==> config.mk <==
export PLATFORM = sky130hd
export DESIGN_NAME = nv_nvdla_cacc_mac_rx
export DESIGN_NICKNAME = d
export VERILOG_FILES = /design/src/rtl/nv_nvdla_cacc_pkg.sv /design/src/rtl/nv_nvdla_cacc_mac_rx_fifo.sv /design/src/rtl/nv_nvdla_cacc_mac_rx.sv
export SDC_FILE = /design/constraint.sdc
export NUM_CORES = 2
export LEC_CHECK = 0
export CAP_MARGIN = 10
export CORE_MARGIN = 2
export CORE_UTILIZATION = 36
export DETAILED_ROUTE_END_ITERATION = 7
export MAX_ROUTING_LAYER = met4
export SLEW_MARGIN = 10
export SYNTH_ARGS = -nofsm -noshare
export SYNTH_HDL_FRONTEND = slang
export SYNTH_SLANG_ARGS = --single-unit
==> constraint.sdc <==
create_clock -name nvdla_core_clk -period 40.7 [get_ports nvdla_core_clk]
set_clock_uncertainty 0.2 [all_clocks]
set_input_delay 12.21 -clock nvdla_core_clk [delete_from_list [all_inputs] [get_ports nvdla_core_clk]]
set_output_delay 12.21 -clock nvdla_core_clk [all_outputs]
set_load 0.005 [all_outputs]
==> src/rtl/nv_nvdla_cacc_pkg.sv <==
// Shared CACC constants: pd field layout and default atom geometry.
// Used by the CMAC result receiver and its skew FIFOs.
package nv_nvdla_cacc_pkg;

   localparam int PD_WIDTH       = 9;
   localparam int PD_STRIPE_ST   = 0;
   localparam int PD_STRIPE_END  = 1;
   localparam int PD_CHANNEL_END = 2;
   localparam int PD_LAYER_END   = 3;
   localparam int PD_TAG_LSB     = 4;
   localparam int PD_TAG_MSB     = 8;

   localparam int DEF_ATOMK_HALF   = 8;
   localparam int DEF_RESULT_WIDTH = 22;
   localparam int DEF_FIFO_DEPTH   = 4;

   typedef logic [PD_WIDTH-1:0] pd_t;

endpackage

==> src/rtl/nv_nvdla_cacc_mac_rx_fifo.sv <==
// Flop-based synchronous FIFO absorbing skew between CMAC halves.
// A push while full is ignored unless a pop happens in the same cycle.
module nv_nvdla_cacc_mac_rx_fifo #(
   parameter int WIDTH = 8,
   parameter int DEPTH = 4
) (
   input  logic             clk,
   input  logic             rst,
   input  logic             push,
   input  logic [WIDTH-1:0] wdata,
   input  logic             pop,
   output logic [WIDTH-1:0] rdata,
   output logic             full,
   output logic             empty
);

   localparam int AW = $clog2(DEPTH);

   logic [WIDTH-1:0] mem [DEPTH];
   logic [AW:0]      wr_ptr;
   logic [AW:0]      rd_ptr;
   logic             wr_en;
   logic             rd_en;

   assign empty = (wr_ptr == rd_ptr);
   assign full  = (wr_ptr[AW] != rd_ptr[AW]) &&
                  (wr_ptr[AW-1:0] == rd_ptr[AW-1:0]);
   assign rd_en = pop && !empty;
   assign wr_en = push && (!full || rd_en);
   assign rdata = mem[rd_ptr[AW-1:0]];

   always_ff @(posedge clk or posedge rst) begin
      if (rst) begin
         wr_ptr <= '0;
         rd_ptr <= '0;
      end else begin
         if (wr_en) wr_ptr <= wr_ptr + 1'b1;
         if (rd_en) rd_ptr <= rd_ptr + 1'b1;
      end
   end

   always_ff @(posedge clk) begin
      if (wr_en) mem[wr_ptr[AW-1:0]] <= wdata;
   end

endmodule

==> src/rtl/nv_nvdla_cacc_mac_rx.sv <==
// CMAC->CACC receiver: pairs half-atom beats into full-atom beats.
// Optional pair consistency check enabled by CACC_MAC_RX_CHECK_EN.
module nv_nvdla_cacc_mac_rx
   import nv_nvdla_cacc_pkg::*;
#(
   parameter int ATOMK_HALF   = DEF_ATOMK_HALF,
   parameter int RESULT_WIDTH = DEF_RESULT_WIDTH,
   parameter int FIFO_DEPTH   = DEF_FIFO_DEPTH
) (
   input  logic                                nvdla_core_clk,
   input  logic                                nvdla_core_rst,
   input  logic                                mac_a_pvld,
   input  logic [ATOMK_HALF-1:0]               mac_a_mask,
   input  logic                                mac_a_mode,
   input  logic [ATOMK_HALF*RESULT_WIDTH-1:0]  mac_a_data,
   input  logic [PD_WIDTH-1:0]                 mac_a_pd,
   input  logic                                mac_b_pvld,
   input  logic [ATOMK_HALF-1:0]               mac_b_mask,
   input  logic                                mac_b_mode,
   input  logic [ATOMK_HALF*RESULT_WIDTH-1:0]  mac_b_data,
   input  logic [PD_WIDTH-1:0]                 mac_b_pd,
   output logic                                accu_pvld,
   output logic [2*ATOMK_HALF-1:0]             accu_mask,
   output logic                                accu_mode,
   output logic [2*ATOMK_HALF*RESULT_WIDTH-1:0] accu_data,
   output logic [PD_WIDTH-1:0]                 accu_pd,
   output logic                                layer_done,
   output logic [15:0]                         stripe_cnt,
   output logic                                err_overflow,
   output logic                                err_mismatch
);

   localparam int HW = ATOMK_HALF * RESULT_WIDTH;
   localparam int EW = ATOMK_HALF + 1 + PD_WIDTH + HW;

   logic [EW-1:0]         a_rdata, b_rdata;
   logic                  a_full, a_empty, b_full, b_empty;
   logic                  pop;
   logic [ATOMK_HALF-1:0] a_mask_q, b_mask_q;
   logic                  a_mode_q, b_mode_q;
   pd_t                   a_pd_q, b_pd_q;
   logic [HW-1:0]         a_data_q, b_data_q;
   logic [2*HW-1:0]       merged_data;
   logic                  ovf_set;

   assign pop = !a_empty && !b_empty;

   nv_nvdla_cacc_mac_rx_fifo #(
      .WIDTH (EW),
      .DEPTH (FIFO_DEPTH)
   ) u_fifo_a (
      .clk   (nvdla_core_clk),
      .rst   (nvdla_core_rst),
      .push  (mac_a_pvld),
      .wdata ({mac_a_mask, mac_a_mode, mac_a_pd, mac_a_data}),
      .pop   (pop),
      .rdata (a_rdata),
      .full  (a_full),
      .empty (a_empty)
   );

   nv_nvdla_cacc_mac_rx_fifo #(
      .WIDTH (EW),
      .DEPTH (FIFO_DEPTH)
   ) u_fifo_b (
      .clk   (nvdla_core_clk),
      .rst   (nvdla_core_rst),
      .push  (mac_b_pvld),
      .wdata ({mac_b_mask, mac_b_mode, mac_b_pd, mac_b_data}),
      .pop   (pop),
      .rdata (b_rdata),
      .full  (b_full),
      .empty (b_empty)
   );

   assign {a_mask_q, a_mode_q, a_pd_q, a_data_q} = a_rdata;
   assign {b_mask_q, b_mode_q, b_pd_q, b_data_q} = b_rdata;

   // A beat is lost only when its FIFO is full and no pair drains it
   assign ovf_set = (mac_a_pvld && a_full && !pop) ||
                    (mac_b_pvld && b_full && !pop);

   always_comb begin
      merged_data = '0;
      for (int k = 0; k < ATOMK_HALF; k++) begin
         if (a_mask_q[k])
            merged_data[k*RESULT_WIDTH +: RESULT_WIDTH] =
               a_data_q[k*RESULT_WIDTH +: RESULT_WIDTH];
         if (b_mask_q[k])
            merged_data[(ATOMK_HALF+k)*RESULT_WIDTH +: RESULT_WIDTH] =
               b_data_q[k*RESULT_WIDTH +: RESULT_WIDTH];
      end
   end

   always_ff @(posedge nvdla_core_clk or posedge nvdla_core_rst) begin
      if (nvdla_core_rst) begin
         accu_pvld  <= 1'b0;
         accu_mask  <= '0;
         accu_mode  <= 1'b0;
         accu_data  <= '0;
         accu_pd    <= '0;
         layer_done <= 1'b0;
      end else begin
         accu_pvld  <= pop;
         layer_done <= pop && a_pd_q[PD_LAYER_END];
         if (pop) begin
            accu_mask <= {b_mask_q, a_mask_q};
            accu_mode <= a_mode_q;
            accu_data <= merged_data;
            accu_pd   <= a_pd_q;
         end
      end
   end

   // Counts stripes of the visible output beat; layer_end wins over stripe_end
   always_ff @(posedge nvdla_core_clk or posedge nvdla_core_rst) begin
      if (nvdla_core_rst) begin
         stripe_cnt <= '0;
      end else if (accu_pvld && accu_pd[PD_LAYER_END]) begin
         stripe_cnt <= '0;
      end else if (accu_pvld && accu_pd[PD_STRIPE_END]) begin
         stripe_cnt <= stripe_cnt + 16'd1;
      end
   end

   always_ff @(posedge nvdla_core_clk or posedge nvdla_core_rst) begin
      if (nvdla_core_rst) err_overflow <= 1'b0;
      else if (ovf_set)   err_overflow <= 1'b1;
   end

`ifdef CACC_MAC_RX_CHECK_EN
   logic pair_diff;
   logic err_mm_q;

   assign pair_diff = (a_pd_q != b_pd_q) || (a_mode_q != b_mode_q);

   always_ff @(posedge nvdla_core_clk or posedge nvdla_core_rst) begin
      if (nvdla_core_rst)      err_mm_q <= 1'b0;
      else if (pop && pair_diff) err_mm_q <= 1'b1;
   end

   assign err_mismatch = err_mm_q;
`else
   logic unused_b_side;
   assign unused_b_side = ^{b_pd_q, b_mode_q};
   assign err_mismatch  = 1'b0;
`endif

endmodule

==> flow_summary_export.csv <==
group,metric,value,unit
power,powerDensity,79.3,nW/um^2
logic_synthesis,synth.avg_cell_area,19.2,um^2
power,peakVddDrop,0.116,mV
min_path,hold_depth,1,
timing,layout_setup_ws,24.71,ns
layout,fin_nets,4992,
timing,max-slew-margin-rel,15.6,%
worst_setup_path,reg2regPathDepth,7,
layout,final_common_cell,"sky130_fd_sc_hd__edfxtp_1",
clock_tree,numCtsBuffers,198,
logic_synthesis,dominantRegCellSynth,"sky130_fd_sc_hd__edfxtp_1",
floorplan,starting_density_of_the_core,36.2,%
route,antenna_left,0,
grt,grt_use_met3,5.06,%
timing,worst_pin_slew,1.27,ns
power,leakage,30.8,nW
route,wire_per_inst,25.4,um
logic_synthesis,syn-instance-count,3806,
route,vias,38200,
layout,stdcell_area,90000,um^2
timing,final_min_period_over_clock_period,39.3,%
placement,rd_place_congestion,0.768,
logic_synthesis,count_of_flip_flops_with_a_built_in_enable_after_synthesis,1512,
worst_setup_path,crit_path_end_kind,"flip-flop",
logic_synthesis,asyncSetResetFlopFracSynth,21.3,%
clock_tree,clk_transition_reported_paths,0.06,ns
grt,grt_util_met2,29.8,%
timing,setup_viol,0,
clock_tree,tritoncts,"done",
timing,rsz_0062_raised_after_global_routing,"no",
clock_tree,cts-root-buf,"sky130_fd_sc_hd__clkbuf_16",
worst_setup_path,worstReg2RegEnd,"u_fifo_a.mem[0][190]$_DFFE_PP_",
min_path,min-delay-start,"err_overflow$_DFFE_PP0P_",
run,drv.max_cap_violation_count,0,
placement,dp_slack,23.63,ns
floorplan,num_io_pins,790,
power,post-layout-total-power,7.14,mW
power,switching_power,2.40,mW
logic_synthesis,post_synth_instance_area,73000,um^2
logic_synthesis,synthesis.nets,4209,
placement,postPlaceCellArea,83500,um^2
floorplan,core_area,202000,um^2
route,post-route-drc-count,0,
worst_setup_path,worstPathRequired,40.95,ns
floorplan,die_height,454,um
grt,grt_pass1_wl,274000,um
grt,number_of_global_route_vias_before_repair,38800,
layout,fraction_of_layout_instances_using_a_drive_strength_above_1,15.8,%
layout,sequential_cell_area,55700,um^2
clock_tree,clock_tree.buffer_depth,3,
layout,final_cell_mix,"1512 x sky130_fd_sc_hd__edfxtp_1, 778 x sky130_fd_sc_hd__clkdlybuf4s50_1, 405 x sky130_fd_sc_hd__dfrtp_1",
worst_setup_path,crit_path_max_fanout,58,
logic_synthesis,sequential_to_total_area_share_from_yosys_stat,76.3,%
grt,grt_start_max_net_pins,173,
clock_tree,post_cts.resized_instances,0,
timing,max_freq,0.0625,GHz
timing,timing.setup.tns,0,ns
clock_tree,worstSkewPairLatency,0.84,ns
worst_setup_path,r2r_slack,35.04,ns
grt,globalRouteTotalUtil,18.6,%
power,power.clock.fraction,25.0,%
layout,n_fill_cell,17300,
min_path,timing.hold.worst.class,"flip-flop to flip-flop",
logic_synthesis,synth.lib_cells_used.distinct,51,
route,totalWireLength,190000,um
min_path,hold_end,"err_overflow$_DFFE_PP0P_",
clock_tree,cts_num_sinks,1921,
power,power.share.combinational,34.9,%
worst_setup_path,critical_path_arrival,16.23,ns
layout,multi_input_area,14800,um^2
clock_tree,htree_num_levels,4,
route,detail_route.first_pass.iterations,5,
clock_tree,post_cts_buffers,0,
timing,final.min_clock_period,15.99,ns
route,detail_route.vias_per_cell,5.10,
grt,globalRouteOverflowTotal,0,
placement,post-dp-hpwl,110000,um
layout,syn2layout_area_growth,23.4,%
power,p_seq_share,40.0,%
grt,met1_usage,23.0,%
timing,final-max-slew-violation-count,0,
route,initialDrtViolationCount,3008,
timing,hold_violations,0,
worst_setup_path,worst-setup-path-type,"primary input to flip-flop",
floorplan,fp.dieArea,206000,um^2
outcome,outcome,"complete, no violations",
grt,grt_antenna_before_repair,53,
floorplan,die_width,454,um
logic_synthesis,synth_seq_cells,1921,
worst_setup_path,critPathLaunchType,"primary input",
power,power_switching_share,33.6,%
power,cell_internal_pwr,4.74,mW
floorplan,rows,165,
grt,grt.busiest_layer,"met2",
placement,placement.io_buffers,778,
logic_synthesis,yosys_warnings,0,
clock_tree,hold_buffers,0,
worst_setup_path,timing.rr.start,"u_fifo_a.rd_ptr[1]$_DFFE_PP0P_",
-- critical path, stage by stage --
cell	delay [ns]
sky130_fd_sc_hd__clkdlybuf4s50_1	0.50
sky130_fd_sc_hd__o21a_1	0.26
sky130_fd_sc_hd__and2_4	0.52
sky130_fd_sc_hd__buf_4	0.82
sky130_fd_sc_hd__buf_4	0.86
sky130_fd_sc_hd__buf_4	0.77
-- per-stage QoR --
step	hold slack, ns	util, %	cells
finish	0.278	44.6	7478
global route	0.304	44.6	7476
CTS	0.285	44.6	7435
detailed placement	0.269	41.4	7061
global placement	0.252	41.4	7061
floorplan	0.265	-	3806
-- sequential cells by signal (all words and copies together), names as in the netlist, 9 cells and up --
name,flops
u_fifo_a.mem,776
u_fifo_b.mem,736
accu_data,352
accu_mask,16
stripe_cnt,16
accu_pd,9
-- how the worst max path moves through the flow --
stage                     slack, ns                        endpoint            from
final                         24.71  u_fifo_a.mem[0][190]$_DFFE_PP_      mac_a_pvld
after global placement        23.70  u_fifo_a.rd_ptr[1]$_DFFE_PP0P_  nvdla_core_rst
after global routing          24.20  u_fifo_a.rd_ptr[0]$_DFFE_PP0P_  nvdla_core_rst
after floorplan               16.91        accu_data[0]$_DFFE_PP0N_  nvdla_core_rst
after detailed placement      23.63  u_fifo_a.rd_ptr[1]$_DFFE_PP0P_  nvdla_core_rst
after CTS                     24.58  u_fifo_a.rd_ptr[0]$_DFFE_PP0P_  nvdla_core_rst
-- cells by family after synthesis --
group,Yosys count,share of synthesized area (%)
mux,440,12.4
compound gates,372,2.59
xor+xnor,25,0.341
simple gates,412,4.73
buf+inv,624,3.52
other cells,1,0.00514
fa+ha+maj,11,0.189
flops,1921,76.3
-- layout make-up --
class	instances	share of cell area, %
Timing Repair Buffer	827	9.17
Sequential cell	1921	61.8
Tap cell	2672	3.71
Clock inverter	81	0.944
Clock buffer	293	6.20
Antenna cell	43	0.120
Multi-Input combinational cell	1261	16.4
Inverter	380	1.62
-- power groups by stage --
stage                     clock network, mW  registers [mW]  logic [mW]
after floorplan                           0            2.88        1.58
after global placement                    0            2.88        2.54
after detailed placement                  0            2.90        2.55
after CTS                              1.83            2.87        2.56
after global routing                   1.90            2.90        2.70
final                                  1.79            2.86        2.49
-- layer usage --
layer / vias up / share of wire (%)
met5: - / 0
met4: 0 / 2.7
met3: 271 / 7.4
met2: 1214 / 50
met1: 20100 / 40
li1: 16600 / -
-- cell usage after synthesis (3+ instances only) --
| library cell | number | area (um^2) |
|---|---|---|
| sky130_fd_sc_hd__a21oi_1 | 5 | 25.0 |
| sky130_fd_sc_hd__and2_1 | 6 | 37.5 |
| sky130_fd_sc_hd__buf_1 | 58 | 218 |
| sky130_fd_sc_hd__buf_2 | 85 | 425 |
| sky130_fd_sc_hd__buf_4 | 16 | 120 |
| sky130_fd_sc_hd__buf_6 | 8 | 90.1 |
| sky130_fd_sc_hd__clkbuf_1 | 75 | 282 |
| sky130_fd_sc_hd__dfrtp_1 | 409 | 10200 |
| sky130_fd_sc_hd__edfxtp_1 | 1512 | 45400 |
| sky130_fd_sc_hd__ha_1 | 11 | 138 |
| sky130_fd_sc_hd__inv_1 | 379 | 1420 |
| sky130_fd_sc_hd__mux2_2 | 18 | 203 |
| sky130_fd_sc_hd__mux2_4 | 11 | 165 |
| sky130_fd_sc_hd__mux2i_1 | 48 | 480 |
| sky130_fd_sc_hd__mux4_2 | 362 | 8150 |
| sky130_fd_sc_hd__nand2_1 | 8 | 30.0 |
| sky130_fd_sc_hd__nand3_1 | 9 | 45.0 |
| sky130_fd_sc_hd__nand4_1 | 5 | 31.3 |
| sky130_fd_sc_hd__nand4b_1 | 352 | 3080 |
| sky130_fd_sc_hd__nor2_1 | 11 | 41.3 |
| sky130_fd_sc_hd__nor3_1 | 3 | 15.0 |
| sky130_fd_sc_hd__nor4_1 | 4 | 25.0 |
| sky130_fd_sc_hd__o21ai_0 | 5 | 25.0 |
| sky130_fd_sc_hd__o21ai_1 | 352 | 1760 |
| sky130_fd_sc_hd__xnor2_1 | 18 | 158 |
| sky130_fd_sc_hd__xnor2_2 | 4 | 65.1 |
| sky130_fd_sc_hd__xor2_1 | 3 | 26.3 |
Note: power is estimated with default switching activity, not from simulation.
